==> config.mk <==
export PLATFORM = sky130hd
export DESIGN_NAME = pipelined_add_sub
export DESIGN_NICKNAME = d
export VERILOG_FILES = /design/src/rtl/pipelined_add_sub.sv
export SDC_FILE = /design/constraint.sdc
export NUM_CORES = 1
export LEC_CHECK = 0
export CORE_ASPECT_RATIO = 0.5
export CORE_MARGIN = 5
export CORE_UTILIZATION = 50
export CTS_CLUSTER_SIZE = 8
export DETAILED_ROUTE_END_ITERATION = 16
export GPL_TIMING_DRIVEN = 0
export PLACE_DENSITY = 0.76
export SYNTH_ARGS = -nofsm -noshare
export SYNTH_HDL_FRONTEND = slang
export SYNTH_SLANG_ARGS = --single-unit
==> constraint.sdc <==
create_clock -name clk -period 2.2 [get_ports clk]
set_clock_uncertainty 0.1 [all_clocks]
set_input_delay 0.55 -clock clk [delete_from_list [all_inputs] [get_ports clk]]
set_output_delay 0.55 -clock clk [all_outputs]
set_load 0.01 [all_outputs]
==> src/rtl/pipelined_add_sub.sv <==
// Pipelined integer add/subtract unit. The operation is split into STAGES
// carry-chained slices, with valid/ready flow control and carry/overflow/zero flags.
// Optional: define PIPELINED_ADD_SUB_SAT_EN to saturate results on signed overflow.
module pipelined_add_sub #(
    parameter int unsigned WIDTH  = 32,
    parameter int unsigned STAGES = 4
) (
    input  logic             clk,
    input  logic             rst_n,
    input  logic             in_valid,
    output logic             in_ready,
    input  logic [WIDTH-1:0] in_a,
    input  logic [WIDTH-1:0] in_b,
    input  logic             in_sub,
    output logic             out_valid,
    input  logic             out_ready,
    output logic [WIDTH-1:0] out_sum,
    output logic             out_carry,
    output logic             out_overflow,
    output logic             out_zero
);

    localparam int unsigned SLICE = WIDTH / STAGES;
    localparam int unsigned LAST  = STAGES - 1;

`ifdef PIPELINED_ADD_SUB_SAT_EN
    localparam logic [WIDTH-1:0] SAT_POS = {1'b0, {(WIDTH-1){1'b1}}};
    localparam logic [WIDTH-1:0] SAT_NEG = {1'b1, {(WIDTH-1){1'b0}}};
`endif

    // Per-stage registers: valid, operands (A, B'), partial sum and slice carry
    logic [STAGES-1:0] v_q;
    logic [STAGES-1:0] c_q;
    logic [WIDTH-1:0]  a_q [STAGES];
    logic [WIDTH-1:0]  b_q [STAGES];
    logic [WIDTH-1:0]  s_q [STAGES];
    logic              ovf_q;
    logic              zero_q;

    // Combinational stage inputs and next-state values
    logic [STAGES:0]   adv;
    logic [STAGES-1:0] src_v;
    logic [STAGES-1:0] src_c;
    logic [STAGES-1:0] c_d;
    logic [WIDTH-1:0]  src_a [STAGES];
    logic [WIDTH-1:0]  src_b [STAGES];
    logic [WIDTH-1:0]  src_s [STAGES];
    logic [WIDTH-1:0]  s_d   [STAGES];
    logic [SLICE:0]    part;
    logic [WIDTH-1:0]  res_d;
    logic              ovf_d;
    logic              zero_d;

    // Advance chain: a stage loads when empty or when its successor advances
    always_comb begin
        adv          = '0;
        src_v        = '0;
        adv[STAGES]  = out_ready;
        for (int k = STAGES - 1; k >= 0; k--) begin
            adv[k] = !v_q[k] || adv[k+1];
        end
        src_v[0] = in_valid;
        for (int k = 1; k < STAGES; k++) begin
            src_v[k] = v_q[k-1];
        end
    end

    assign in_ready = adv[0];

    // Slice adders, final-stage flags and optional saturation
    always_comb begin
        src_c = '0;
        c_d   = '0;
        part  = '0;
        for (int k = 0; k < STAGES; k++) begin
            src_a[k] = '0;
            src_b[k] = '0;
            src_s[k] = '0;
            s_d[k]   = '0;
        end
        src_a[0] = in_a;
        src_b[0] = in_sub ? ~in_b : in_b;
        src_c[0] = in_sub;
        for (int k = 1; k < STAGES; k++) begin
            src_a[k] = a_q[k-1];
            src_b[k] = b_q[k-1];
            src_s[k] = s_q[k-1];
            src_c[k] = c_q[k-1];
        end
        for (int k = 0; k < STAGES; k++) begin
            part = {1'b0, src_a[k][k*SLICE +: SLICE]}
                 + {1'b0, src_b[k][k*SLICE +: SLICE]}
                 + (SLICE+1)'(src_c[k]);
            s_d[k] = src_s[k];
            s_d[k][k*SLICE +: SLICE] = part[SLICE-1:0];
            c_d[k] = part[SLICE];
        end
        ovf_d = (src_a[LAST][WIDTH-1] == src_b[LAST][WIDTH-1]) &&
                (s_d[LAST][WIDTH-1] != src_a[LAST][WIDTH-1]);
`ifdef PIPELINED_ADD_SUB_SAT_EN
        if (ovf_d) begin
            res_d = src_a[LAST][WIDTH-1] ? SAT_NEG : SAT_POS;
        end else begin
            res_d = s_d[LAST];
        end
`else
        res_d = s_d[LAST];
`endif
        zero_d       = (res_d == '0);
        s_d[LAST]    = res_d;
    end

    // Stage registers; data only loads when a valid beat moves in
    always_ff @(posedge clk or negedge rst_n) begin
        if (!rst_n) begin
            v_q    <= '0;
            c_q    <= '0;
            ovf_q  <= 1'b0;
            zero_q <= 1'b0;
            for (int k = 0; k < STAGES; k++) begin
                a_q[k] <= '0;
                b_q[k] <= '0;
                s_q[k] <= '0;
            end
        end else begin
            for (int k = 0; k < STAGES; k++) begin
                if (adv[k]) begin
                    v_q[k] <= src_v[k];
                    if (src_v[k]) begin
                        a_q[k] <= src_a[k];
                        b_q[k] <= src_b[k];
                        s_q[k] <= s_d[k];
                        c_q[k] <= c_d[k];
                    end
                end
            end
            if (adv[LAST] && src_v[LAST]) begin
                ovf_q  <= ovf_d;
                zero_q <= zero_d;
            end
        end
    end

    assign out_valid    = v_q[LAST];
    assign out_sum      = s_q[LAST];
    assign out_carry    = c_q[LAST];
    assign out_overflow = ovf_q;
    assign out_zero     = zero_q;

endmodule

# After elaboration in Yosys (flattened, before gate mapping)
# Cells that the tools add are included.
totals:
  ff_bits: 282
  out_inout_bits: 37
  word_cells: 47
classes:
  add_sub_neg: 8
  eq_ne: 2
  n_mux: 1
  n_bitwise: 1
  n_reduce_logical: 15
ops:
  columns: ["op", "count"]
  rows:
  - ["$add A8 B8 Y9", 4]
  - ["$add A9 B1 Y9", 4]
  - ["$logic_not A32 Y1", 1]
  - ["$mux W32", 1]
  - ["$not A32 Y32", 1]
  - ["$reduce_and A2 Y1", 4]
  - ["$logic_not A1 Y1", 4]
  - ["$logic_or A1 B1 Y1", 4]
  - ["$logic_and A1 B1 Y1", 2]
  - ["$eq A1 B1 Y1", 1]
  - ["$ne A1 B1 Y1", 1]

# Longest topological paths before layout
depth:
  depth_word: 6
  mapped_depth: 10

# Least setup slack after synthesis
# OpenSTA, ideal clock, no wires.
synth_timing:
  path_type: "input-to-reg"
  startpoint: "input in_sub"
  endpoint: "register c_q[0]"
  setup_ns: 0.127
  arrival_ns: 2.417
  slack_ns: -0.444
  stages: 10
  path_buffers: 2
  cell_sequence: "buf_2 -> buf_2 -> xor2_1 -> fa_1 -> a21o_1 -> a21oi_1 -> o21ai_1 -> a21o_1 -> a211oi_1 -> a21oi_1"
synth_between:
  elab_chain_len: 3
synth_rtl:
  columns: ["item", "line", "source"]
  rows:
  - ["start: declaration", "14", "input logic in_sub,"]
  - ["$mux W32", "82", "src_b[0] = in_sub ? ~in_b : in_b;"]
  - ["$add A8 B8 Y9", "92", "+ {1'b0, src_b[k][k*SLICE +: SLICE]}"]
  - ["$add A9 B1 Y9 (*)", "93", "+ (SLICE+1)'(src_c[k]);"]
  - ["end signal: indexed assignment", "133", "c_q[k] <= c_d[k];"]
  - ["end: declaration", "33", "logic [STAGES-1:0] c_q;"]
# Mark *: on every way between the ends. The rest lies on a longest branch, timed or not.
# A chain may end at the register's enable or synchronous reset.

# Final worst setup path
layout_timing:
  startpoint: "register c_q[2]"
  endpoint: "register zero_q (netlist: out_zero)"
layout_between:
  elab_chain_len: 2
layout_rtl:
  columns: ["item", "line", "source"]
  rows:
  - ["$add A9 B1 Y9", "93", null]
  - ["$logic_not A32 Y1", "109", "zero_d = (res_d == '0);"]
  - ["end signal: assignment", "139", "zero_q <= zero_d;"]
  - ["end: declaration", "38", "logic zero_q;"]
# Every way passes these cells.

==> results summary <==
The area share of the leading cell type in the synthesized netlist came out at between 50% and 60%. The power density over the cells is 1260 mW/mm2. The analysis attributes to net switching a power of 4320 uW. The clock reaches the later pin of the worst-skew pair after 0.42 ns.

The number of pins exceeding their max-slew limit in the final report is 0. The data required time of the worst path is 2.44 ns. The startpoint identified for the worst register-to-register timing path is c_q[2]$_DFFE_PN0P_. The pin slew with the least headroom to its limit came out at 0.751 ns. The cell count after synthesis came out at 663. Static timing analysis puts the maximum clock frequency at 0.372 GHz. Traced cell by cell, the critical path runs through fa_2 > inv_2 > fa_2 > nor4b_4 > nand4_1 > nor4_4 > and4b_1 > nand4_1 > o31ai_2. Across the VDD grid, the largest voltage drop is ~680 uV. Net switching is 32.2% of the power.

The slowest stage of the critical path belongs to the cell fa_2. The number of buffer cells added on primary ports is approximately 100. The number of standard cells in the layout, taps in and fillers out is 1039. In the final layout, the share of cells above drive strength 1 is between 20 and 30%. The logic depth of the worst path, buffers included is 9.

The time the worst path needs with I/O delays and setup came out at 2.69 ns. The total power draw is around 13000 uW. The peak fanout along the critical path is 2. The Yosys step of the flow raised 0 warnings. Once detailed placement completed, the half-perimeter wirelength came to 13.1 mm.

In the global route stage, overall resource usage came out at around a fifth. The antenna diode instance count came out at 0. The number of global-route vias before repair came to 5845. The total clock sinks came out at 186. The critical path is of the flop to flop type.

The number of placement rows is 33. The number of flops mapped to enable cells by yosys is 0. Max-cap violations in this run came to 0. The number of antenna violations at the first check in global routing is 0.

Setup repair after global routing could not meet its margin everywhere. The number of cells on the worst reg-to-reg path is 9. The synthesized design contains 186 register bits.

The wire length after detailed routing came out at 18.2 mm. The final period utilization came out at 122%. The longest clock path from root to sink contains 2 buffers. Yosys attributes the largest share of cell area to dfrtp_1 55%, mux2_2 17%, ha_1 4.2%.

For this block, the initial DRC count from the detailed router was 261. The leakage power figure is between 0.004 and 0.005 uW. The netlist area before placement came out at 0.00840 mm2.

The placer congestion estimate is 0.790. The count of different cell masters after synthesis is 43. Clock-pin slew was measured on the worst setup and hold paths at 0.07 ns. Among all flip-flop cells after synthesis, the most frequent one is dfrtp_1.

The sum of overflow across all layers after global routing is 0. The family with the most delay on the worst path is simple AND/OR/NAND/NOR gates. The H-tree was split into 4 levels.

STA classifies the critical path endpoint as a flop. The DRC violations left came out at 0. The final layout net count came out at 905. The worst-case headroom to the max-slew limit came out at 49.9%. The instance count after placement with tap cells included came out at 995. A synthesized cell averages 12.7 um2.

The number of hold-slack violations in the final timing report came out at 0. Entering global routing, the biggest net connects ~100 pins. The reg-to-reg critical path endpoint is out_zero$_DFFE_PN0P_. The sequential group share of total power came out at 40.4%.

At the worst endpoint, the arrival time is 2.92 ns. The remaining number of nets flagged by the antenna check after routing came out at 0. The run finished, with violations left. The first detailed-routing pass took 4 iterations. The die is 102 um tall. The share of synthesized registers carrying an async set or reset came out at 100%. The startpoint kind of the worst setup timing path is a flop. Setup violations remaining at the end of the flow were counted as 4. The die covers 0.0196 mm2. The core region is 0.0164 mm2. The part of the total power dissipated in combinational logic came out at between 30% and 40%. The worst min-delay path category is input port to async pin. The final route contains 5411 vias.

The horizontal die dimension is 193 um. The wire length of the first global-routing pass came out at roughly 30 mm. The TritonCTS clock tree is yes. The sequential area share after synthesis is a little under three fifths. The synthesized netlist net count is between 700 and 800. The minimum setup slack among reg-to-reg paths came out at -0.49 ns. The internal power component came out at 9070 uW. The worst stage delay on the critical path came out at between 0.5 and 0.6 ns. The clock network power share came out at 23.4%. The buffer type at the clock tree root is clkbuf_16. The initial utilization of the core area, before any placement, comes to 51.1%. The routed wirelength normalized by instance count is 17.5 um.

The layout-stage area growth over the synthesis result came out at 26.4%. The post-cts hold buffer count is 0. In this run, CTS created clock tree buffers numbering 17.

The I/O pin total is 106. The count of buffering cells on the critical path with inverters included came out at 1. The average vias per placed instance is between 5 and 6. The post-layout worst setup margin came out at -0.489 ns.

The final reports fail on setup timing. dfrtp_1 takes more of the synthesized area than any other cell. By count the netlist is led by 186 x dfrtp_1, 126 x mux2_2, 61 x nand2_1.

The most common cell in the synthesized netlist is dfrtp_1.
layout by cell type, fill, tap and decap left out, types with 8 or more instances in the layout:
cell             Yosys  routed
a21oi_1             15       8
buf_2               20      19
buf_4                1      15
clkbuf_1             7       8
clkbuf_16            0      17
clkdlybuf4s50_1      0      97
dfrtp_1            186     186
ha_1                28      28
inv_1               18      10
inv_2                0       8
mux2_2             126     126
nand2_1             61      61
nor2_1              13      13
nor3_1              10       9
o21ai_0             46      42
o21ai_1              7       8
xnor2_1             35      33
xor2_1              16      14
kinds of logic (layout without fill, tap and decap cells):
| logic type | Yosys count | count (layout) | synth area share [%] |
|---|---|---|---|
| compound gates | 104 | 104 | 7.54 |
| simple gates | 113 | 113 | 6.26 |
| flops | 186 | 186 | 55.4 |
| mux | 128 | 128 | 17.2 |
| buf+inv | 46 | 195 | 2.40 |
| fa+ha+maj | 35 | 35 | 5.84 |
| xor+xnor | 51 | 51 | 5.32 |
metrics by stage:
stage	setup slack (ns)	area (um2)	hold slack, ns	util, %	setup TNS [ns]
6_report	-0.489	10600	0.0505	64.6	-0.567
5_1_grt	-0.600	10600	0.108	64.6	-1.21
3_5_place_dp	-0.666	9820	0.367	59.7	-43.57
2_1_floorplan	-0.154	8460	0.154	-	-0.154
3_3_place_gp	-7.02	9790	0.342	59.5	-1341.79
4_1_cts	-0.465	10500	0.0930	64.0	-0.465
sequential cells by signal, summed over array words and instances (netlist names):
| register | flops |
|---|---|
| b_q | 48 |
| c_q | 4 |
| out_zero | 1 |
| s_d | 24 |
| out_overflow | 1 |
| res_d | 24 |
| out_sum | 32 |
| v_q | 4 |
| a_q | 48 |
how the worst max path moves through the flow:
stage,startpoint,endpoint,slack (ns)
3_3_place_gp,rst_n,a_q[121]$_DFFE_PN0P_,-7.02
4_1_cts,c_q[2]$_DFFE_PN0P_,out_zero$_DFFE_PN0P_,-0.46
3_5_place_dp,in_b[0],c_q[0]$_DFFE_PN0P_,-0.67
6_report,c_q[2]$_DFFE_PN0P_,out_zero$_DFFE_PN0P_,-0.49
5_1_grt,c_q[2]$_DFFE_PN0P_,out_zero$_DFFE_PN0P_,-0.60
2_1_floorplan,in_sub,c_q[0]$_DFFE_PN0P_,-0.15
repair_timing:
| action | CTS | global route |
|---|---|---|
| endpoints found under the setup margin | 20 | 11 |
| resized for setup | 26 | 23 |
| pin swaps | 10 | 23 |
| buffers inserted | 6 | 8 |
power groups by stage:
stage | logic (uW) | clock network [uW] | registers [uW]
after floorplan | 2800 | 0 | 5310
after global placement | 4260 | 0 | 5390
after detailed placement | 4400 | 0 | 5440
after CTS | 4630 | 3160 | 5410
after global routing | 5340 | 3310 | 5570
final | 4850 | 3130 | 5410
final cells by class:
| cell class | count | area [um2] |
|---|---|---|
| flip-flops and latches | 186 | 4650 |
| plain buffers | 28 | 159 |
| clock inverters | 12 | 165 |
| well taps | 227 | 284 |
| multi-input cells | 431 | 3680 |
| fillers | 1308 | 5820 |
| repair buffers | 119 | 1160 |
| clock buffers | 18 | 429 |
| inverters | 18 | 67.6 |
metal layers:
metal | track usage, % | vias to the layer above | routed length (um)
met4 | 4.46 | 0 | 186
met2 | 31.8 | 87 | 8690
li1 | - | 2569 | -
met3 | 5.05 | 15 | 841
met5 | 0 | - | 0
met1 | 26.5 | 2740 | 8480
worst register-to-register path, stage by stage, from the launching register on:
cell	delay, ns
dfrtp_1	0.39
fa_2	0.24
inv_2	0.04
fa_2	0.57
nor4b_4	0.23
nand4_1	0.17
nor4_4	0.27
and4b_1	0.27
nand4_1	0.14
o31ai_2	0.20
No activity file was read; power rests on OpenSTA's default activity.
==> edit, RTL diff (same flow settings) <==
Set the parameter `WIDTH` to 16 (it was 32).
--- a/src/rtl/pipelined_add_sub.sv
+++ b/src/rtl/pipelined_add_sub.sv
@@ -3,5 +3,5 @@
 // Optional: define PIPELINED_ADD_SUB_SAT_EN to saturate results on signed overflow.
 module pipelined_add_sub #(
-    parameter int unsigned WIDTH  = 32,
+    parameter int unsigned WIDTH  = 16,
     parameter int unsigned STAGES = 4
 ) (
Interface: changed (resized in_a, in_b and out_sum); port bits go from 106 to 58. No check against the original RTL was run, so the function may have changed too.
==> edit against the original RTL <==
Total power is 52% lower. Die area is 45% lower. Routed wire length is 56% lower. Combinational power is 57% lower. Area after synthesis is 48% lower. Sequential share of layout area is 1.7 points higher. Setup slack better by 0.59 ns. Sequential cell count is 88 lower. Global-route usage is 2.8 points lower. Cell area is 49% lower. Count of clock-buffer cells in the layout is 9 lower. Critical endpoint is now s_d[35]$_DFFE_PN0P_. Largest cell class unchanged. Largest power group unchanged. Highest routed layer unchanged.
==> edit: results (changes against the original RTL) <==
via count 2559 (-53%); post-route cell area 5380 µm² (-49%); Switching Power 1.997 mW (-54%); post-synth cell types 28 (-35%); Critical Path Fanout Max 4 (+2); number of nets in the layout 445 (-51%); worst skew pair latency 0.34 ns (-0.08 ns); Min-Delay Path Class reg -> reg; Crit. Startpoint in_b[2]; Synth Area in Compound Gates 6.364% (-1.2 points); crit path capture s_d[35]$_DFFE_PN0P_; Post-Synth XOR/XNOR Area 5.062% (-0.26 points); Adder-Cell Fraction of Synth Area 6.711% (+0.87 points); Leak Pwr 2.364 nW (-49%); Reg2Reg Depth 5 (-4); Post-DP HPWL 6133 µm (-53%); CTS Buf Count 9 (-8); drt via density 5.008 (-3.8%); Largest stage delay, worst path 0.42 ns (-0.15 ns); port buffer count 56 (-46%); Synth area leaders dfrtp_1 57%, mux2_2 17%, ha_1 3.5%, fa_1 3.2%, xnor2_1 3.2%; Post-synth top cells 98 x dfrtp_1, 67 x mux2_2, 29 x nand2_1; Critical-path top delay cell clkdlybuf4s50_1; post-synthesis mux area share 17.79% (+0.59 points); outcome complete, no violations; Cell Area, Placed 5064 µm² (-48%)
-- edit: layout make-up --
cell class | count | area share (%)
plain buffers | 12 | 1.558
clock buffers | 9 | 4.186
clock inverters | 7 | 1.000
inverters | 9 | 0.6279
multi-input cells | 200 | 33.12
flip-flops and latches | 98 | 45.58
well taps | 117 | 2.721
repair buffers | 59 | 11.21
-- edit: through the flow --
stage	TNS, ns	setup WS [ns]
2_1_floorplan	0	0.01587
3_3_place_gp	-278.13	-2.807
3_5_place_dp	-5.360	-0.5416
4_1_cts	0	0.06612
5_1_grt	0	0.02307
6_report	0	0.1035
-- edit: what timing repair did --
item,in CTS,in global routing
gates resized for setup,9,1
hold endpoints to repair,16,0
pin swaps,1,0
setup buffers,1,0
hold buffers,1,0
setup endpoints to repair,2,1
-- edit: critical path, delay by kind of cell --
family	cells	cell delay, ns
xor gates and xnor gates	2	0.25
buffers and inverters	1	0.42
adders and majority gates	1	0.39
AOI/OAI and AO/OA	2	0.35
muxes	1	0.26
-- edit: layer usage --
metal	track usage, %	vias to the layer above	share of wire (%)
met5	0	-	0
li1	-	1240	-
met4	3.511	0	0.78
met2	25.66	54	44
met3	5.705	7	5.7
met1	23.20	1258	50
-- edit: cells by family after synthesis --
family                   Yosys count
flip-flops                        98
buffers and inverters             21
multiplexers                      68
adder cells (fa/ha/maj)           19
XOR/XNOR                          25
AO/OA/AOI/OAI                     44
AND/OR/NAND/NOR                   44
-- edit: power by group through the flow --
stage               registers [mW]  clock network, mW  logic [mW]
floorplan                     2.80                  0        1.25
global placement              2.85                  0        1.96
detailed placement            2.89                  0        2.05
CTS                           2.86               1.49        2.11
global route                  2.95               1.56        2.33
finish                        2.86               1.45        2.09
